[config.mk]
export PLATFORM = sky130hd
export DESIGN_NAME = q_mult
export DESIGN_NICKNAME = d
export VERILOG_FILES = /design/src/rtl/q_mult_pkg.sv /design/src/rtl/q_sat32.sv /design/src/rtl/q_mult.sv
export SDC_FILE = /design/constraint.sdc
export NUM_CORES = 1
export LEC_CHECK = 0
export CORE_ASPECT_RATIO = 0.9
export CORE_UTILIZATION = 40
export DETAILED_ROUTE_END_ITERATION = 8
export PLACE_DENSITY = 0.67
export SYNTH_ARGS = -nofsm -noshare
export SYNTH_HDL_FRONTEND = slang
export SYNTH_HIERARCHICAL = 1
export SYNTH_SLANG_ARGS = --single-unit
[constraint.sdc]
create_clock -name clk -period 6.8 [get_ports clk]
set_input_delay 2.04 -clock clk [delete_from_list [all_inputs] [get_ports clk]]
set_output_delay 2.04 -clock clk [all_outputs]
set_load 0.02 [all_outputs]
[src/rtl/q_mult_pkg.sv]
// Shared fixed-point definitions: default Q-format, 32-bit saturation limits
// and the multiplier FSM encoding.
package q_mult_pkg;

   localparam int DEF_N = 32;
   localparam int DEF_Q = 16;

   localparam logic [31:0] SAT_MAX = 32'h7FFF_FFFF;
   localparam logic [31:0] SAT_MIN = 32'h8000_0000;

   typedef enum logic [1:0] {
      ST_IDLE = 2'd0,
      ST_RUN  = 2'd1,
      ST_DONE = 2'd2
   } state_t;

endpackage

[src/rtl/q_sat32.sv]
// Combinational arithmetic right shift of a W-bit signed value by Q bits,
// saturated to a signed 32-bit result.
module q_sat32
   import q_mult_pkg::*;
#(
   parameter int W = 64,
   parameter int Q = 16
) (
   input  logic [W-1:0] i_p,
   output logic [31:0]  o_r
);

   localparam logic signed [64:0] LIM_HI = 65'sd2147483647;
   localparam logic signed [64:0] LIM_LO = -65'sd2147483648;

   logic signed [64:0] w_ext;
   logic signed [64:0] w_shr;

   // Widen first so the shift and the limit compares are valid for any W <= 64.
   assign w_ext = {{(65-W){i_p[W-1]}}, i_p};
   assign w_shr = w_ext >>> Q;

   always_comb begin
      // NOTE: default assigned first so every path drives o_r and no latch is inferred.
      o_r = w_shr[31:0];
      if (w_shr > LIM_HI) begin
         o_r = SAT_MAX;
      end else if (w_shr < LIM_LO) begin
         o_r = SAT_MIN;
      end
   end

endmodule

[src/rtl/q_mult.sv]
// Sequential signed Q-format multiplier: radix-2 shift-add on operand
// magnitudes, one multiplier bit per enabled cycle, saturated 32-bit output.
module q_mult
   import q_mult_pkg::*;
#(
   parameter int N = DEF_N,
   parameter int Q = DEF_Q
) (
   input  logic         clk,
   input  logic         rst_n,
   input  logic         ce,
   input  logic         input_vld,
   input  logic [N-1:0] multiplicand_din,
   input  logic [N-1:0] multiplier_din,
   output logic [31:0]  product_dout,
   output logic         product_dout_vld,
   output logic         product_end
);

   localparam int            CW   = $clog2(N) + 1;
   localparam logic [CW-1:0] LAST = CW'(N - 1);

   state_t          r_state;
   state_t          w_state_nxt;
   logic            r_sign;
   logic [N-1:0]    r_mag_a;
   logic [N-1:0]    r_mag_b;
   logic [2*N-1:0]  r_acc;
   logic [CW-1:0]   r_cnt;
   logic [31:0]     r_dout;
   logic            r_vld;
   logic            r_end;

   logic            w_load;
   logic            w_step;
   logic            w_write;
   logic            w_last;
   logic            w_bit;
   logic [N-1:0]    w_mag_a;
   logic [N-1:0]    w_mag_b;
   logic [2*N-1:0]  w_addend;
   logic [2*N-1:0]  w_prod;
   logic [31:0]     w_sat;

   // N-bit unsigned magnitude: -2^(N-1) negates to 2^(N-1), which still fits.
   assign w_mag_a  = multiplicand_din[N-1] ? -multiplicand_din : multiplicand_din;
   assign w_mag_b  = multiplier_din[N-1]   ? -multiplier_din   : multiplier_din;
   assign w_bit    = |(r_mag_b & ({{(N-1){1'b0}}, 1'b1} << r_cnt));
   assign w_addend = {{N{1'b0}}, r_mag_a} << r_cnt;
   assign w_last   = (r_cnt == LAST);
   assign w_prod   = r_sign ? -r_acc : r_acc;

   q_sat32 #(
      .W (2*N),
      .Q (Q)
   ) u_sat (
      .i_p (w_prod),
      .o_r (w_sat)
   );

   always_comb begin
      w_state_nxt = r_state;
      w_load      = 1'b0;
      w_step      = 1'b0;
      w_write     = 1'b0;
      case (r_state)
         ST_IDLE: begin
            if (input_vld) begin
               w_load      = 1'b1;
               w_state_nxt = ST_RUN;
            end
         end
         ST_RUN: begin
            w_step = 1'b1;
            if (w_last) begin
               w_state_nxt = ST_DONE;
            end
         end
         ST_DONE: begin
            w_write     = 1'b1;
            w_state_nxt = ST_IDLE;
         end
         default: w_state_nxt = ST_IDLE;
      endcase
   end

   // NOTE: non-blocking assignments for all state so every register samples pre-edge values.
   always_ff @(posedge clk or negedge rst_n) begin
      if (!rst_n) begin
         r_state <= ST_IDLE;
      end else if (ce) begin
         r_state <= w_state_nxt;
      end
   end

   always_ff @(posedge clk or negedge rst_n) begin
      if (!rst_n) begin
         r_sign  <= 1'b0;
         r_mag_a <= '0;
         r_mag_b <= '0;
         r_acc   <= '0;
         r_cnt   <= '0;
         r_dout  <= '0;
         r_vld   <= 1'b0;
         r_end   <= 1'b0;
      end else if (ce) begin
         if (w_load) begin
            r_sign  <= multiplicand_din[N-1] ^ multiplier_din[N-1];
            r_mag_a <= w_mag_a;
            r_mag_b <= w_mag_b;
            r_acc   <= '0;
            r_cnt   <= '0;
         end
         if (w_step) begin
            if (w_bit) begin
               r_acc <= r_acc + w_addend;
            end
            r_cnt <= r_cnt + CW'(1);
         end
         if (w_write) begin
            r_dout <= w_sat;
         end
         r_vld <= w_write;
         r_end <= w_step && w_last;
      end
   end

   assign product_dout     = r_dout;
   assign product_dout_vld = r_vld;
   assign product_end      = r_end;

endmodule

==> metrics, run 1 <==
Worst-path clk slew=0.08 ns; Row Count=67; Fin. Hold Viols=0; post-synthesis area per instance=8.034 um2; global route total overflow=0; Ys Warns=6; initial antenna violation count=1; Int Pwr=4406 uW; status=finished clean; Switching Fraction=53.09%; Tcrit/Tclk final=84.95%; final core area utilization=45.93%; Mapped Area=0.01530 mm2; Logic pwr share=69.6%; overall global routing resource usage=22.74%; final setup TNS=0 ns; CP arrival=6.10 ns; fmax=173.1 MHz; min Tclk post-route=5.777 ns; I/O pins=102; syn nets=2,046; post-CTS setup buffers=0; worst rel slew slack=29.45%; worst-margin pin slew=1.045 ns; share of power burned in registers=19.8%; Mapped Cells=1,905; Final HPWL DP=34,450 um; cts bufs inserted=17; residual DRC count=0; final wirelength=44,330 um; max-cap viol count=0; HP Class=reg -> reg; nets@finish=2,053; Worst EP required=7.12 ns; NetSw=4986 uW; RSZ-0062 raised after global routing=false; worst-skew pair later-pin latency=0.46 ns; Final ANT Viol Nets=0; drt pass-1 iters=5; fin. max-slew vios=0; die area=0.03905 mm2; critical path class=reg -> reg; Max VDD drop=222.4 uV; CTS tree=yes; Layout area overhead=12.45%; clock network fraction of total power=10.6%; Pwr Density=545.7 mW/mm2; hold buffer count at CTS=0; Setup crit end kind=register; Initial Utilization=40.84%; Worst Setup Start Kind=register; wire per inst=18.41 um; pin count of the biggest net entering global routing=129; CTS H-tree lvls=4; routability cong.=1.001; CTS resizes=0; Via density=5.898; via count=14,200; share of cells above drive strength 1=7.273%; chip height=187.6 um; Clock Path Buffers=2; antenna cells=0; Die X-Extent=208.2 um; CTS root buf=clkbuf_16; CTS sink cnt=171; setup violators final=0; vias in the first global route=13,070; Worst Skew=0.01381 ns; port bufs=101; CP max FO=45; Pleak=0.007429 uW; drt initial violations=1,175; first-pass GRT wire length=71,770 um; core footprint=0.03747 mm2
[path summary, 6_finish.rpt]
check                             endpoint  depth (start not counted)  slack [ns]         from
max in group asynchronous         r_cnt[0]                          2        4.17        rst_n
setup reg to reg                 r_acc[60]                         18        1.02     r_cnt[0]
min in group asynchronous  product_dout[4]                          1        1.63        rst_n
hold / removal                 r_mag_b[17]                          2        0.48  r_mag_b[17]
hold reg to reg                r_mag_b[17]                          2        0.48  r_mag_b[17]
setup / recovery                 r_acc[60]                         18        1.02     r_cnt[0]
[critical path: stages (launching register included)]
cell and delay, ns:
dfrtp_2 0.38, buf_12 0.25, mux4_2 0.56, nand2_1 0.08
nand2_1 0.08, o21ai_0 0.64, mux2i_1 0.26, and2_1 0.26
ha_1 0.46, and4_1 0.28, nand2b_1 0.10, or4_1 0.49
a211oi_1 0.44, o31a_1 0.23, nor4_1 0.06, or4_1 0.59
o21ai_0 0.24, xnor2_1 0.13, o21ai_0 0.10
[state kept, by name, summed over array words and instances, names as in the netlist]
signal            cells
product_dout         32
r_mag_b              32
r_cnt                 6
r_acc                64
r_mag_a              32
product_dout_vld      1
r_sign                1
product_end           1
r_state               2
[cell type report]
cell class                 instances  area [um2]
fill                            3680       20260
multi-input combinational       1566       10390
sequential                       171        4280
timing repair buffer             124        1222
tap                              483       604.3
clock buffer                      17       425.4
clock inverter                    15       167.7
inverter                          32       120.1
[cell usage in the layout, fill, tap and decap left out, types with 10 or more instances in the layout]
cell and n:
buf_4 20, nand2_1 248, nand3_1 90, clkbuf_16 17, mux4_2 20, mux2_2 39
a21o_1 65, ha_1 72, and3_1 13, xnor2_1 78, o21ai_0 242, o21bai_1 13
xor2_1 87, and2_1 19, nand2b_1 10, clkdlybuf4s50_1 100, nor4_1 14, nor2b_1 12
or4_1 21, nor3_1 24, o31ai_1 35, a21oi_1 105, o41ai_1 23, o22ai_1 20
or3_1 23, a31oi_1 16, nor2_1 102, inv_1 32, mux2i_1 39, nand4_1 28
dfrtp_1 170
[power by group through the flow]
stage / clock [uW] / combinational (uW) / sequential, uW
floorplan: 0 / 4850 / 1720
global route: 1060 / 7170 / 1920
global placement: 0 / 6360 / 1850
detailed placement: 0 / 6400 / 1870
finish: 997 / 6530 / 1860
CTS: 1020 / 6440 / 1850
[routing by layer]
layer / vias up / wire length (um) / track usage [%]
met2: 450 / 19560 / 35.18
met3: 39 / 2311 / 2.964
met4: 0 / 730 / 5.185
met5: - / 0 / 0
met1: 6734 / 21730 / 33.55
li1: 6980 / - / -
[through the flow]
step	power [uW]	hold slack (ns)	cells	setup slack, ns	instance area (um2)
floorplan	6569	0.4436	1905	1.473	15300
global placement	8211	0.4618	2376	1.017	16620
detailed placement	8271	0.4686	2376	1.020	16620
CTS	9310	0.4883	2408	1.028	17210
global route	10150	0.5060	2408	0.8271	17210
finish	9392	0.4779	2408	1.023	17210
Power figures use the tool's default switching activity.
==> run 2: changes to the inputs <==
Clock period 6.8 ns to 5.99 ns, I/O delays scaled along.
==> run 2 against run 1 <==
Flip-flop and latch count unchanged; wire length is 3.2% higher; combinational power grew 16%; clock-buffer cell count is 1 higher; register-to-register slack got worse by 0.67 ns; highest routed layer unchanged; hold slack improved by 0.00088 ns; critical path depth increased by 1; die area unchanged; clock skew increased by 0.0058 ns.
==> metrics, run 2 (synthesized netlist as in run 1, its figures left out) <==
CTS root buf=clkbuf_16; fmax=177.3 MHz; residual DRC count=0; status=finished clean; Top Family by Delay on Critical Path=compound AO/OA/AOI/OAI gates; Pleak=0.007544 uW; CP max stage delay=0.80 ns; CTS H-tree lvls=4; placed cell area=0.01680 mm2; cts bufs inserted=17; port bufs=101; critical path class=reg -> reg; max-cap viol count=0; initial antenna violation count=0; worst-skew pair later-pin latency=0.47 ns; CTS sink cnt=171; HP Class=reg -> reg; wire per inst=18.81 um; Max VDD drop=344.3 uV; nets@finish=2,077; vias in the first global route=13,700; Initial Utilization=40.84%; share of cells above drive strength 1=8.415%; most common cell after layout, fill and taps aside=nand2_1; Worst Setup Start Kind=register; RSZ-0062 raised after global routing=false; Clock Path Buffers=2; antenna cells=0; fin. max-slew vios=0; Worst Skew=0.01959 ns; final setup TNS=0 ns; routability cong.=1.022; Tcrit/Tclk final=94.17%; Die X-Extent=208.2 um; drt initial violations=1,339; core footprint=0.03747 mm2; worst-margin pin slew=1.040 ns; WP buf/inv=3; number of flip-flops in the largest register=64; Fin. Hold Viols=0; I/O pins=102; chip height=187.6 um; worst rel slew slack=30.44%; Most flops, register=r_acc; fillers=3,692; CTS resizes=0; CP arrival=6.04 ns; Setup WS post-layout=0.3495 ns; Place WS=0.3271 ns; Final Cell Area=0.01739 mm2; CP max-delay cell=o41ai_1; hold buffer count at CTS=0; Worst EP required=6.39 ns; Setup crit end kind=register; drt pass-1 iters=6; post-CTS setup buffers=0; Worst-path clk slew=0.07 ns; crit path cell chain=buf_4 -> mux4_2 -> mux2i_1 -> nand2_1 -> nand2_1 -> o21ai_0 -> and2_1 -> ha_1 -> and4_1 -> nand4_1 -> nor2_1 -> a41o_1 -> o21ai_0 -> buf_4 -> o41ai_1 -> a21boi_0 -> buf_4 -> or4_1 -> nand3_1; most frequent cells in the layout=nand2_1, o21ai_0, dfrtp_1; min Tclk post-route=5.640 ns; setup violators final=0; CTS tree=yes; pin count of the biggest net entering global routing=113; die area=0.03905 mm2; Via density=5.896; final wirelength=45,750 um; Pwr Density=624.1 mW/mm2; overall global routing resource usage=23.77%; global route total overflow=0; Layout area overhead=13.63%; Row Count=67; first-pass GRT wire length=73,900 um; Final HPWL DP=35,850 um; CP max FO=23; Final ANT Viol Nets=0; CP most frequent cell=buf_4; via count=14,340
run 2: worst register-to-register path: cells and delay by family (launching register included):
kind | cells | cell delay (ns)
compound gates | 5 | 1.62
simple gates | 8 | 1.58
mux | 2 | 0.73
buf+inv | 3 | 0.63
flops | 1 | 0.62
fa+ha+maj | 1 | 0.43
run 2: where the power goes:
| group | internal (uW) | leakage (uW) | switching [uW] |
|---|---|---|---|
| Combinational | 2990 | 0.00504 | 4570 |
| Sequential | 1590 | 0.00222 | 597 |
| Clock | 566 | 0.000286 | 541 |
| Total | 5140 | 0.00754 | 5710 |
run 2: cell type report:
cell class              count  area [um2]  share of cell area, %
multi-input cells        1566       10390                  59.75
repair buffers            148        1403                  8.065
clock inverters            14       151.4                 0.8706
well taps                 483       604.3                  3.475
inverters                  32       120.1                 0.6907
clock buffers              18       439.2                  2.525
flip-flops and latches    171        4283                  24.63
run 2: path summary, 6_finish.rpt:
path                             from              end  slack, ns  cells after the start
hold / removal             r_mag_b[4]       r_mag_b[4]       0.48                      2
min in group asynchronous       rst_n  product_dout[4]       1.37                      1
max in group asynchronous       rst_n      r_mag_a[24]       3.67                      2
setup / recovery             r_cnt[0]        r_acc[54]       0.35                     19
hold reg to reg            r_mag_b[4]       r_mag_b[4]       0.48                      2
setup reg to reg             r_cnt[0]        r_acc[54]       0.35                     19
run 2: stage by stage:
| step | instances | total power, uW | utilization [%] | hold WS, ns |
|---|---|---|---|---|
| after global routing | 2432 | 11760 | 46.41 | 0.5038 |
| after detailed placement | 2400 | 9599 | 44.83 | 0.4711 |
| after global placement | 2400 | 9533 | 44.83 | 0.4573 |
| after floorplan | 1905 | 7458 | - | 0.4436 |
| after CTS | 2432 | 10760 | 46.40 | 0.4871 |
| final | 2432 | 10850 | 46.41 | 0.4788 |
run 2: per-layer routing:
metal | track usage (%) | up-vias | share of wire [%]
li1 | - | 7031 | -
met1 | 33.57 | 6779 | 48
met2 | 37.27 | 474 | 44
met3 | 3.701 | 56 | 5.9
met4 | 7.236 | 0 | 2.3
met5 | 0 | - | 0
